[config.mk]
export PLATFORM = sky130hd
export DESIGN_NAME = mc_main_ctrl
export DESIGN_NICKNAME = d
export VERILOG_FILES = /design/src/rtl/mc_ctrl_pkg.sv /design/src/rtl/mc_ctrl_outputs.sv /design/src/rtl/mc_main_ctrl.sv
export SDC_FILE = /design/constraint.sdc
export NUM_CORES = 1
export LEC_CHECK = 0
export CORE_ASPECT_RATIO = 1.1
export CORE_MARGIN = 1.5
export CORE_UTILIZATION = 29
export CTS_BUF_LIST = sky130_fd_sc_hd__clkbuf_8
export CTS_CLUSTER_SIZE = 24
export DETAILED_ROUTE_END_ITERATION = 8
export SYNTH_ARGS = -nofsm -noshare
export SYNTH_HDL_FRONTEND = slang
export SYNTH_SLANG_ARGS = --single-unit
[constraint.sdc]
create_clock -name clk -period 2.15 [get_ports clk]
set_input_delay 0.215 -clock clk [delete_from_list [all_inputs] [get_ports clk]]
set_output_delay 0.215 -clock clk [all_outputs]
set_load 0.03 [all_outputs]
[src/rtl/mc_ctrl_pkg.sv]
// Shared encodings for the multi-cycle MIPS main control unit:
// FSM states, opcodes, ALUOp / ALUSrcB / PCSource codes and the control word.
package mc_ctrl_pkg;

  typedef enum logic [3:0] {
    S_FETCH        = 4'd0,
    S_DECODE       = 4'd1,
    S_MEM_ADDR     = 4'd2,
    S_MEM_READ     = 4'd3,
    S_MEM_WB       = 4'd4,
    S_MEM_WRITE    = 4'd5,
    S_EXECUTE      = 4'd6,
    S_R_COMPLETE   = 4'd7,
    S_BRANCH       = 4'd8,
    S_JUMP         = 4'd9,
    S_IMM_EXEC     = 4'd10,
    S_IMM_COMPLETE = 4'd11
  } state_e;

  localparam logic [5:0] OP_R    = 6'b000000;
  localparam logic [5:0] OP_LW   = 6'b100011;
  localparam logic [5:0] OP_SW   = 6'b101011;
  localparam logic [5:0] OP_BEQ  = 6'b000100;
  localparam logic [5:0] OP_BNE  = 6'b000101;
  localparam logic [5:0] OP_J    = 6'b000010;
  localparam logic [5:0] OP_ADDI = 6'b001000;
  localparam logic [5:0] OP_ANDI = 6'b001100;

  localparam logic [1:0] ALUOP_ADD   = 2'b00;
  localparam logic [1:0] ALUOP_SUB   = 2'b01;
  localparam logic [1:0] ALUOP_FUNCT = 2'b10;
  localparam logic [1:0] ALUOP_AND   = 2'b11;

  localparam logic [1:0] SRCB_B      = 2'b00;
  localparam logic [1:0] SRCB_FOUR   = 2'b01;
  localparam logic [1:0] SRCB_IMM    = 2'b10;
  localparam logic [1:0] SRCB_IMM_SH = 2'b11;

  localparam logic [1:0] PCSRC_ALU    = 2'b00;
  localparam logic [1:0] PCSRC_ALUOUT = 2'b01;
  localparam logic [1:0] PCSRC_JUMP   = 2'b10;

  // All datapath controls plus the two status pulses, bundled so the
  // decoder hands one value back to the top.
  typedef struct packed {
    logic       pc_write;
    logic       pc_write_cond;
    logic       branch_ne;
    logic       i_or_d;
    logic       mem_read;
    logic       mem_write;
    logic       mem_to_reg;
    logic       ir_write;
    logic       reg_dst;
    logic       reg_write;
    logic       alu_src_a;
    logic [1:0] alu_src_b;
    logic [1:0] alu_op;
    logic [1:0] pc_source;
    logic       instr_done;
    logic       illegal_op;
  } ctrl_t;

  function automatic logic is_legal_op(input logic [5:0] op);
    return (op == OP_R) || (op == OP_LW) || (op == OP_SW) || (op == OP_BEQ) ||
           (op == OP_BNE) || (op == OP_J) || (op == OP_ADDI) || (op == OP_ANDI);
  endfunction

endpackage

[src/rtl/mc_ctrl_outputs.sv]
// Moore output decode: maps the current state (plus latched opcode and the
// memory handshake) to the datapath control word. Reset forces everything low
// so no partial register/memory/PC write can leak out mid-instruction.
module mc_ctrl_outputs
  import mc_ctrl_pkg::*;
(
  input  state_e     i_state,
  input  logic [5:0] i_op,
  input  logic [5:0] i_op_q,
  input  logic       i_mem_ready,
  input  logic       i_reset,
  output ctrl_t      o_ctrl
);

  // Per-state control word; unlisted fields and unused states stay 0.
  always_comb begin
    o_ctrl = '0;
    if (!i_reset) begin
      case (i_state)
        S_FETCH: begin
          o_ctrl.mem_read  = 1'b1;
          o_ctrl.alu_src_b = SRCB_FOUR;
          o_ctrl.alu_op    = ALUOP_ADD;
          o_ctrl.ir_write  = i_mem_ready;
          o_ctrl.pc_write  = i_mem_ready;
        end
        S_DECODE: begin
          o_ctrl.alu_src_b  = SRCB_IMM_SH;
          o_ctrl.alu_op     = ALUOP_ADD;
          o_ctrl.illegal_op = !is_legal_op(i_op);
        end
        S_MEM_ADDR: begin
          o_ctrl.alu_src_a = 1'b1;
          o_ctrl.alu_src_b = SRCB_IMM;
          o_ctrl.alu_op    = ALUOP_ADD;
        end
        S_MEM_READ: begin
          o_ctrl.mem_read = 1'b1;
          o_ctrl.i_or_d   = 1'b1;
        end
        S_MEM_WB: begin
          o_ctrl.reg_write  = 1'b1;
          o_ctrl.mem_to_reg = 1'b1;
          o_ctrl.instr_done = 1'b1;
        end
        S_MEM_WRITE: begin
          // MemWrite is held until the memory accepts; done only on that cycle.
          o_ctrl.mem_write  = 1'b1;
          o_ctrl.i_or_d     = 1'b1;
          o_ctrl.instr_done = i_mem_ready;
        end
        S_EXECUTE: begin
          o_ctrl.alu_src_a = 1'b1;
          o_ctrl.alu_src_b = SRCB_B;
          o_ctrl.alu_op    = ALUOP_FUNCT;
        end
        S_R_COMPLETE: begin
          o_ctrl.reg_dst    = 1'b1;
          o_ctrl.reg_write  = 1'b1;
          o_ctrl.instr_done = 1'b1;
        end
        S_BRANCH: begin
          o_ctrl.alu_src_a     = 1'b1;
          o_ctrl.alu_src_b     = SRCB_B;
          o_ctrl.alu_op        = ALUOP_SUB;
          o_ctrl.pc_write_cond = 1'b1;
          o_ctrl.pc_source     = PCSRC_ALUOUT;
          o_ctrl.branch_ne     = (i_op_q == OP_BNE);
          o_ctrl.instr_done    = 1'b1;
        end
        S_JUMP: begin
          o_ctrl.pc_write   = 1'b1;
          o_ctrl.pc_source  = PCSRC_JUMP;
          o_ctrl.instr_done = 1'b1;
        end
        S_IMM_EXEC: begin
          o_ctrl.alu_src_a = 1'b1;
          o_ctrl.alu_src_b = SRCB_IMM;
          o_ctrl.alu_op    = (i_op_q == OP_ANDI) ? ALUOP_AND : ALUOP_ADD;
        end
        S_IMM_COMPLETE: begin
          o_ctrl.reg_write  = 1'b1;
          o_ctrl.instr_done = 1'b1;
        end
        default: ;
      endcase
    end
  end

endmodule

[src/rtl/mc_main_ctrl.sv]
// Multi-cycle MIPS main control: state register, latched opcode,
// retired-instruction counter and next-state logic. Output decode lives in
// mc_ctrl_outputs.
module mc_main_ctrl
  import mc_ctrl_pkg::*;
#(
  parameter int CNT_W       = 32,
  parameter int MEM_WAIT_EN = 1
) (
  input  logic             clk,
  input  logic             reset,
  input  logic [5:0]       Op,
  input  logic             mem_ready,
  output logic             PCWrite,
  output logic             PCWriteCond,
  output logic             BranchNe,
  output logic             IorD,
  output logic             MemRead,
  output logic             MemWrite,
  output logic             MemtoReg,
  output logic             IRWrite,
  output logic             RegDst,
  output logic             RegWrite,
  output logic             ALUSrcA,
  output logic [1:0]       ALUSrcB,
  output logic [1:0]       ALUOp,
  output logic [1:0]       PCSource,
  output logic             instr_done,
  output logic             illegal_op,
  output logic [CNT_W-1:0] instr_cnt,
  output logic [3:0]       state_dbg
);

  state_e           r_state;
  state_e           w_state_next;
  logic [5:0]       r_op_q;
  logic [CNT_W-1:0] r_instr_cnt;
  logic             w_mem_ready;
  ctrl_t            w_ctrl;

  // With wait states disabled the memory is assumed to answer every cycle.
  assign w_mem_ready = (MEM_WAIT_EN != 0) ? mem_ready : 1'b1;

  // State, opcode latch and retired-instruction counter.
  always_ff @(posedge clk) begin
    if (reset) begin
      r_state     <= S_FETCH;
      r_op_q      <= 6'd0;
      r_instr_cnt <= '0;
    end else begin
      r_state <= w_state_next;
      if (r_state == S_DECODE) begin
        r_op_q <= Op;
      end
      if (w_ctrl.instr_done) begin
        r_instr_cnt <= r_instr_cnt + {{(CNT_W-1){1'b0}}, 1'b1};
      end
    end
  end

  // Next-state: DECODE dispatches on the live opcode, later states on op_q.
  always_comb begin
    w_state_next = S_FETCH;
    case (r_state)
      S_FETCH:     w_state_next = w_mem_ready ? S_DECODE : S_FETCH;
      S_DECODE: begin
        case (Op)
          OP_LW, OP_SW:     w_state_next = S_MEM_ADDR;
          OP_R:             w_state_next = S_EXECUTE;
          OP_BEQ, OP_BNE:   w_state_next = S_BRANCH;
          OP_J:             w_state_next = S_JUMP;
          OP_ADDI, OP_ANDI: w_state_next = S_IMM_EXEC;
          default:          w_state_next = S_FETCH;
        endcase
      end
      S_MEM_ADDR:  w_state_next = (r_op_q == OP_LW) ? S_MEM_READ : S_MEM_WRITE;
      S_MEM_READ:  w_state_next = w_mem_ready ? S_MEM_WB : S_MEM_READ;
      S_MEM_WRITE: w_state_next = w_mem_ready ? S_FETCH : S_MEM_WRITE;
      S_EXECUTE:   w_state_next = S_R_COMPLETE;
      S_IMM_EXEC:  w_state_next = S_IMM_COMPLETE;
      default:     w_state_next = S_FETCH;
    endcase
  end

  mc_ctrl_outputs u_outputs (
    .i_state     (r_state),
    .i_op        (Op),
    .i_op_q      (r_op_q),
    .i_mem_ready (w_mem_ready),
    .i_reset     (reset),
    .o_ctrl      (w_ctrl)
  );

  assign PCWrite     = w_ctrl.pc_write;
  assign PCWriteCond = w_ctrl.pc_write_cond;
  assign BranchNe    = w_ctrl.branch_ne;
  assign IorD        = w_ctrl.i_or_d;
  assign MemRead     = w_ctrl.mem_read;
  assign MemWrite    = w_ctrl.mem_write;
  assign MemtoReg    = w_ctrl.mem_to_reg;
  assign IRWrite     = w_ctrl.ir_write;
  assign RegDst      = w_ctrl.reg_dst;
  assign RegWrite    = w_ctrl.reg_write;
  assign ALUSrcA     = w_ctrl.alu_src_a;
  assign ALUSrcB     = w_ctrl.alu_src_b;
  assign ALUOp       = w_ctrl.alu_op;
  assign PCSource    = w_ctrl.pc_source;
  assign instr_done  = w_ctrl.instr_done;
  assign illegal_op  = w_ctrl.illegal_op;
  assign instr_cnt   = r_instr_cnt;
  assign state_dbg   = reset ? 4'd0 : r_state;

endmodule

==> impl_metrics.py <==
metrics = {
    "detailed_routing": {
        "drt.antenna.violating_nets": 0,
        "detail_route.iter0.violations": 125,
        "drc": 0,
        "dr_pass1_iterations": 4,
        "post_drt_wl_per_cell_um": 13.7,
        "route.detailed.vias_per_inst": 5.14,
        "drt-total-wl_mm": 7.07,
        "detailroute.via_count": 2646,
    },
    "logic_synthesis": {
        "ys_dominant_reg_cell": "dfxtp_1",
        "post_synthesis_compound_gate_area_fraction": 0.135,
        "synthAdderAreaFrac": 0.00510,
        "synth_simple_gate_area_share": 0.397,
        "synth-async-reset-ratio": 0,
        "synth.yosys.seq_area_share": 0.343,
        "yosysWarnings": 0,
        "syn_nets": 332,
        "syn_inst": 322,
        "netlist-cell-type-count": 43,
        "avgSynthCellArea_um2": 7.61,
        "synth.mux.area_fraction": 0.0163,
        "post_synth_instance_area_um2": 2450,
        "synth_xor_area_frac": 0.0536,
        "synth_area_leader_cell": "dfxtp_1",
        "synth.ff_latch_count": 42,
        "netlist_top_cells_area": "dfxtp_1 (34%), a21oi_1 (5.7%), nor2_1 (5.1%)",
        "synth.top_cell.area_share": 0.343,
        "yosysMostFrequentCell": "dfxtp_1",
        "combinational_family_with_the_most_area_after_synthesis": "simple AND/OR/NAND/NOR gates",
        "synth_edf_count": 0,
        "synth_common_cells": "dfxtp_1 (42), nor2_1 (33), nand2_1 (32)",
    },
    "global_routing": {
        "antenna_found_initial": 0,
        "number_of_global_route_vias_before_repair": 2404,
        "pin_count_of_the_biggest_net_entering_global_routing": 25,
        "grt_pass1_wl_mm": 11.6,
        "gr-total-overflow": 0,
        "grt_use_total": 0.156,
    },
    "cts": {
        "clockBufferDepth": 2,
        "cts.clk_slew.worst_paths_ps": 70,
        "cts_num_sinks": 42,
        "tritoncts": "done",
        "holdBufCountCts": 0,
        "tritoncts.num_buffers": 5,
        "ctsHtreeMaxLevel": 2,
        "worst_skew_late_latency_ps": 290,
        "clk_root_buffer_cell": "clkbuf_8",
    },
    "critical_path": {
        "largest_fanout_of_any_net_on_the_critical_path": 6,
        "worst_setup_path_end_kind": "output port",
        "critPathKind": "reg -> out",
        "worst_path_max_delay_cell": "or4_4",
        "timing.critical_path.cells": "nand2b_4 > nor3_2 > nand3b_1 > or4_4 > a2111oi_4 > buf_6",
        "critical-path-max-stage-delay_ps": 470,
        "critical_path_required_ps": 1930,
        "crit_path_start_kind": "register",
        "critical_path_buf_inv_count": 1,
        "timing.critical_path.arrival_ps": 1980,
        "critPathTopFamily": "simple AND/OR/NAND/NOR gates",
    },
    "timing": {
        "layout_worst_path_cycle_share": 1.02,
        "report.final.slew_viol_count": 0,
        "slew_margin_rel": 0.720,
        "fin_skew_ps": 4.38,
        "hold_violations": 0,
        "finalWorstPathRequiredPeriod_ps": 2200,
        "max_clock_freq_mhz": 455,
        "setup-violations-final": 1,
        "timing.setup.tns_ps": -49.2,
        "max_slew.worst_pin.slew_ps": 414,
        "rsz0062_at_grt": "true",
        "setup_ws_ps": -49.2,
    },
    "final_layout": {
        "n_antenna_cell": 0,
        "post_route_cells_drive_above_1_share": 0.163,
        "layout.nets": 414,
        "syn_to_final_growth_pct": 42.5,
    },
    "power": {
        "internal_portion_of_total_power_w": 0.00106,
        "power_leakage_nw": 1.23,
        "fraction_of_power_spent_switching_nets": 0.250,
        "design_power_total_w": 0.00141,
        "max-vdd-ir-drop_mv": 0.246,
        "pwr-share-comb": 0.103,
        "power_switching_w": 0.000353,
        "cellPowerDensity_nw_per_um2": 404,
        "p_seq_frac": 0.559,
        "power.share.clock": 0.338,
    },
    "run": {
        "maxCapViolations": 0,
    },
    "placed_design": {
        "port_buffers": 63,
        "hpwl_detailed_mm": 5.28,
        "gp_congestion": 0.829,
    },
    "floorplan": {
        "rows": 35,
        "coreArea_um2": 8280,
        "fp.dieArea_um2": 9010,
        "die_height_um": 99.4,
        "initial_core_util": 0.296,
        "die_x_um": 90.7,
        "ioPinCount": 64,
    },
    "run_status": {
        "status": "complete, but fails checks",
        "violations": "setup timing",
    },
    "hold_path": {
        "holdCritPathClass": "reg -> reg",
    },
}
tightest hold or removal path: stages (launching register included):
cell     delay (ps)
dfxtp_1         320
nand2_1          50
a21oi_1          50
logic make-up (layout without fill, tap and decap cells):
logic type,Yosys count,after routing
adder cells (fa/ha/maj),1,1
flip-flops,42,42
XOR/XNOR,15,15
multiplexers,4,4
buffers and inverters,26,108
AND/OR/NAND/NOR,178,178
AO/OA/AOI/OAI,56,56
area by class of cell:
cell class,count,area (µm²)
Clock inverter,2,11.3
Timing Repair Buffer,96,856
Inverter,5,18.8
Fill cell,848,4780
Sequential cell,42,853
Tap cell,111,139
Clock buffer,5,68.8
Multi-Input combinational cell,254,1550
worst paths after layout:
path	cells after the start	slack [ps]	start	endpoint
min reg2reg	2	480	r_op_q[2]	r_op_q[2]
min	2	480	r_op_q[2]	r_op_q[2]
max	6	-50	r_state[2]	ALUOp[0]
max reg2reg	5	90	instr_cnt[9]	instr_cnt[24]
power by group through the flow:
| stage | sequential [W] | combinational, W | clock (W) |
|---|---|---|---|
| global route | 0.000791 | 0.000157 | 0.000535 |
| finish | 0.000789 | 0.000145 | 0.000477 |
| global placement | 0.000808 | 0.000144 | 0 |
| floorplan | 0.000807 | 0.0000843 | 0 |
| detailed placement | 0.000808 | 0.000145 | 0 |
| CTS | 0.000790 | 0.000143 | 0.000500 |
sequential cells by signal (all words and copies together), names as in the netlist:
signal     count
instr_cnt     32
r_op_q         6
r_state        4
repair_timing:
action                     in CTS  in global routing
setup endpoints to repair      17                  9
gates resized for setup        13                 11
buffers inserted                1                  1
pin swaps                       1                  4
stage by stage:
stage          cell area, µm²   util  std cells  hold WS (ps)  setup WS [ps]
2_1_floorplan            2480      -        322           316           -130
3_3_place_gp             3350  0.405        506           459           -308
3_5_place_dp             3350  0.405        506           467           -366
4_1_cts                  3440  0.416        514           481           -102
5_1_grt                  3490  0.422        515           520           -126
6_report                 3490  0.422        515           477          -49.2
placed cells by master, fill, tap and decap left out, types with 8 or more instances in the layout:
master	synthesis	routed
buf_4	1	38
nor3_1	12	10
nor4_1	12	12
nor2b_1	9	9
dfxtp_1	42	34
nor2_1	33	33
or3_1	11	10
a21oi_1	28	27
nand2_1	32	32
or4_1	10	9
o31ai_1	8	8
clkdlybuf4s50_1	0	45
xnor2_1	11	11
nand3_1	15	15
o21ai_0	9	9
nand2b_1	12	11
dlygate4sd2_1	0	9
per-layer routing:
| metal | routed length, µm | up-vias | global-route usage |
|---|---|---|---|
| met5 | 0 | - | 0 |
| met4 | 87 | 0 | 0.0403 |
| met3 | 225 | 9 | 0.0336 |
| met2 | 3540 | 43 | 0.271 |
| met1 | 3220 | 1261 | 0.196 |
| li1 | - | 1333 | - |
No activity file was read; power rests on OpenSTA's default activity.
==> patch 1 (config.mk and constraints unchanged) <==
`CNT_W`: 32 -> 48.
--- a/src/rtl/mc_main_ctrl.sv
+++ b/src/rtl/mc_main_ctrl.sv
@@ -5,5 +5,5 @@
   import mc_ctrl_pkg::*;
 #(
-  parameter int CNT_W       = 32,
+  parameter int CNT_W       = 48,
   parameter int MEM_WAIT_EN = 1
 ) (
Interface: changed (resized instr_cnt); port bits go from 64 to 80. No check against the original RTL was run, so the function may have changed too.
==> patch 1 against the unedited design <==
The run still ends with setup timing left. Cell area increased by 34%. Largest cell class unchanged. Via count increased by 32%. Power increased by 55%. Synthesized cell count increased by 29%. Worst setup slack got worse by 0.16 ns. Critical endpoint unchanged. Hold slack got worse by 0.060 ns. Fmax decreased by 6.8%. First-iteration DRC count increased by 67%. Routed wire length increased by 33%. Sequential cell count increased by 16. Global-route usage increased by 0.84 points. Area after synthesis increased by 30%.
==> patch 1: results (changes against the unedited design) <==
Drt
  • Vias/cell: 5.12 (was 5.14)

Global routing
  • Largest net degree at the start of global routing: 31 (was 25)
  • Vias in the first global route: 3286 (was 2404)
  • First-pass GRT wire length: 15.5 mm (was 11.6 mm)

Final layout
  • Layout cells sized above 1: 19.2% (was 16.3%)
  • # nets final: 546 (was 414)
  • Layout Area Growth over Synthesis: 47.6% (was 42.5%)

Min path
  • Hold Path End: instr_cnt[5]$_SDFFE_PP0P_ (was r_op_q[2]$_SDFFE_PP0P_)

Timing
  • Layout Skew: 0.00930 ns (was 0.00438 ns)
  • Final TNS setup: -0.322 ns (was -0.0492 ns)
  • Count of final setup violators: 2 (was 1)
  • Final hold slack: 0.418 ns (was 0.477 ns)
  • Setup WS post-layout: -0.211 ns (was -0.0492 ns)

Worst setup path
  • Worst R2R Start: r_state[1]$_SDFF_PP0_ (was instr_cnt[9]$_SDFFE_PP0P_)
  • CP max stage cell: or4b_4 (was or4_4)
  • CP peak stage delay: 0.57 ns (was 0.47 ns)

Synthesis
  • Sequential element share of the synthesized area: 36.6% (was 34.3%)

Power and ir drop
  • Overall power: 2190 uW (was 1410 uW)
  • Lkg Pwr: 0.00169 uW (was 0.00123 uW)

Outcome
  • Outcome: complete, but fails checks (unchanged)
  • Failing checks: setup timing (unchanged)

Clocking
  • TritonCTS buffer count: 9 (was 5)
  • Clk_lat worst skew: 0.33 ns (was 0.29 ns)
  • Post-CTS sizing: 19 (was 13)

Placed design
  • Placed insts: 660 (was 506)
patch 1: cell count changes in the layout (fill, tap and decap cells not counted), sizes merged, moves of 7 or more:
cell / unedited run / this run
buf: 40 / 60
nand4: 7 / 26
dfxtp: 42 / 58
o21ai: 9 / 25
clkdlybuf4s50: 45 / 59
nor2: 33 / 46
nand2: 32 / 43
xor2: 4 / 13
a21oi: 28 / 36
nor3: 12 / 20
clkbuf: 5 / 12
nand2b: 12 / 5
patch 1: layer usage:
metal  part of all wire, %  global-route usage [%]  vias up
met2                    48                    27.4      103
met3                   5.7                    2.59       14
met1                    44                    21.5     1649
met4                   1.5                    5.86        0
li1                      -                       -     1737
met5                     0                       0        -
patch 1: layout make-up:
cell class	count	share of cell area [%]
Clock buffer	12	3.52
Sequential cell	58	24.9
Timing Repair Buffer	132	24.9
Tap cell	143	3.82
Inverter	12	0.961
Multi-Input combinational cell	323	41.3
Clock inverter	4	0.534
==> patch 2 (config.mk and constraints unchanged) <==
Without the edit above. Reset style: asynchronous (`reset`), changed in one clocked block.
--- a/src/rtl/mc_main_ctrl.sv
+++ b/src/rtl/mc_main_ctrl.sv
@@ -43,5 +43,5 @@
 
   // State, opcode latch and retired-instruction counter.
-  always_ff @(posedge clk) begin
+  always_ff @(posedge clk or posedge reset) begin
     if (reset) begin
       r_state     <= S_FETCH;
Formal check against the unedited RTL: differs if reset is asserted again (counterexample within 4 cycles, from zero or initial values and one cycle with reset high); with reset held inactive, the same outputs for 10 cycles.
==> patch 2 against the unedited design <==
Sequential cell count did not move. Routed wire length fell by 17%. Worst setup slack improved by 0.11 ns. Count of clock-buffer cells in the layout unchanged. Cell area is 6.1% lower. Area after synthesis fell by 7.0%. First-iteration DRC count decreased by 62%. Critical path type unchanged.
Power is not compared: it rests on default switching activity, and its combinational part moved more than twofold at a synthesized area within 25%.
==> patch 2: results (changes against the unedited design) <==
Min path
  • Hold Path End: instr_cnt[31]$_DFFE_PP0P_ (was r_op_q[2]$_SDFFE_PP0P_)
  • Hold Path Stages: 1 (was 2)

Drt
  • Vias/cell: 4.80 (was 5.14)
  • Drt total wl: 5.88 mm (was 7.07 mm)
  • Drt initial violations: 47 (was 125)
  • WL per Instance: 13.7 um (about the same)

Synthesis
  • Most instantiated cells after synthesis: 42 x dfrtp_1, 29 x xnor2_1, 20 x nand2_1, 20 x nand3_1, 17 x nor2_1 (was 42 x dfxtp_1, 33 x nor2_1, 32 x nand2_1, 28 x a21oi_1, 15 x nand3_1)
  • Syn Nets: 248 (was 332)
  • Top post-synthesis cells by area: dfrtp_1 46%, xnor2_1 11%, nand3_1 4.4% (was dfxtp_1 34%, a21oi_1 5.7%, nor2_1 5.1%)
  • Asr flop ratio synth: 100% (was 0%)
  • Sequential element share of the synthesized area: 46.1% (was 34.3%)
  • Synthesized instance count: 238 (was 322)

Worst setup path
  • R2R setup slack: 0.23 ns (was 0.09 ns)
  • Cell family with most CP delay: buffers and inverters (was simple AND/OR/NAND/NOR gates)
  • Reg2Reg Depth: 6 (was 5)
  • Worst R2R Start: r_state[0]$_DFF_PP0_ (was instr_cnt[9]$_SDFFE_PP0P_)
  • CP peak stage delay: 0.69 ns (was 0.47 ns)
  • Worst flop-to-flop path endpoint: instr_cnt[30]$_DFFE_PP0P_ (was instr_cnt[24]$_SDFFE_PP0P_)
  • CP max stage cell: clkdlybuf4s50_1 (was or4_4)

Final layout
  • # nets final: 334 (was 414)
  • Layout cells sized above 1: 18.8% (was 16.3%)

Global routing
  • Met3 usage: 3.86% (was 3.36%)
  • Largest net degree at the start of global routing: 43 (was 25)
  • Met2 global-route usage: 25.2% (was 27.1%)
  • Met1 usage: 19.3% (was 19.6%)

Placed design
  • Placed insts: 422 (was 506)
  • Post-detail-place hpwl: 4.34 mm (was 5.28 mm)
  • Gpl congestion: 0.899 (was 0.829)

Clocking
  • Postcts setup bufs: 0 (was 1)

Outcome
  • Outcome: completed (was complete, but fails checks)
patch 2: cell count changes in the layout (fill, tap and decap cells not counted), moves of 8 or more:
cell	change
nand2b_1	-8
xnor2_1	+18
nand2_1	-12
or4_1	-9
dfxtp_1	-34
dfrtp_1	+41
nor2_1	-16
nor4_1	-9
a21oi_1	-22
patch 2: kinds of logic after synthesis:
group                    after synthesis  synth area share (%)
XOR/XNOR                              33                  12.7
AO/OA/AOI/OAI                         20                  5.27
flip-flops                            42                  46.1
multiplexers                           8                  3.90
AND/OR/NAND/NOR                      116                  28.2
buffers and inverters                 18                  3.29
adder cells (fa/ha/maj)                1                 0.549
patch 2: repair_timing:
action                     in CTS  in global routing
setup endpoints to repair       8                  6
gates resized for setup         6                  4
gates cloned                    0                  0
hold buffers                    0                  0
patch 2: power groups by stage:
stage                     clock, uW  sequential [uW]  combinational, uW
final                           550              999                595
after global placement            0             1010                596
after floorplan                   0             1030                328
after detailed placement          0             1010                600
after CTS                       582              993                595
after global routing            607             1020                651
patch 2: metal layers:
| metal | part of all wire (%) | vias up | wire length [um] |
|---|---|---|---|
| met2 | 47 | 64 | 2760 |
| met5 | 0 | - | 0 |
| met1 | 46 | 987 | 2680 |
| li1 | - | 1005 | - |
| met4 | 1.2 | 0 | 68 |
| met3 | 6.4 | 6 | 375 |
patch 2: final cells by class:
type / instances / area [sq um]
clock buffers: 5 / 68.8
inverters: 9 / 37.5
clock inverters: 3 / 28.8
multi-input cells: 178 / 1170
fillers: 755 / 4280
flip-flops and latches: 42 / 1050
repair buffers: 88 / 787
well taps: 105 / 131
patch 2: how the worst max path moves through the flow:
stage,endpoint,startpoint,slack (ns),depth (start not counted)
after floorplan,BranchNe,r_state[0]$_DFF_PP0_,0.04,3
after global placement,PCWrite,reset,0.05,7
after detailed placement,PCWrite,reset,0.02,7
after CTS,MemWrite,reset,0.04,6
after global routing,PCWrite,r_state[1]$_DFF_PP0_,0.003,6
final,IorD,r_state[2]$_DFF_PP0_,0.06,4
patch 2: worst reg2reg max path: stages (launching register included):
cell and delay [ns]:
dfrtp_2 0.49, nor2b_1 0.11, or3_1 0.46, nor4b_4 0.29
buf_4 0.20, nand4_1 0.12, xnor2_1 0.15
patch 2: through the flow:
stage                     hold slack (ns)  setup WS [ns]
after detailed placement            0.466         0.0179
final                               0.481         0.0625
after global placement              0.464         0.0454
after floorplan                     0.211         0.0356
after global routing                0.520        0.00260
after CTS                           0.488         0.0390
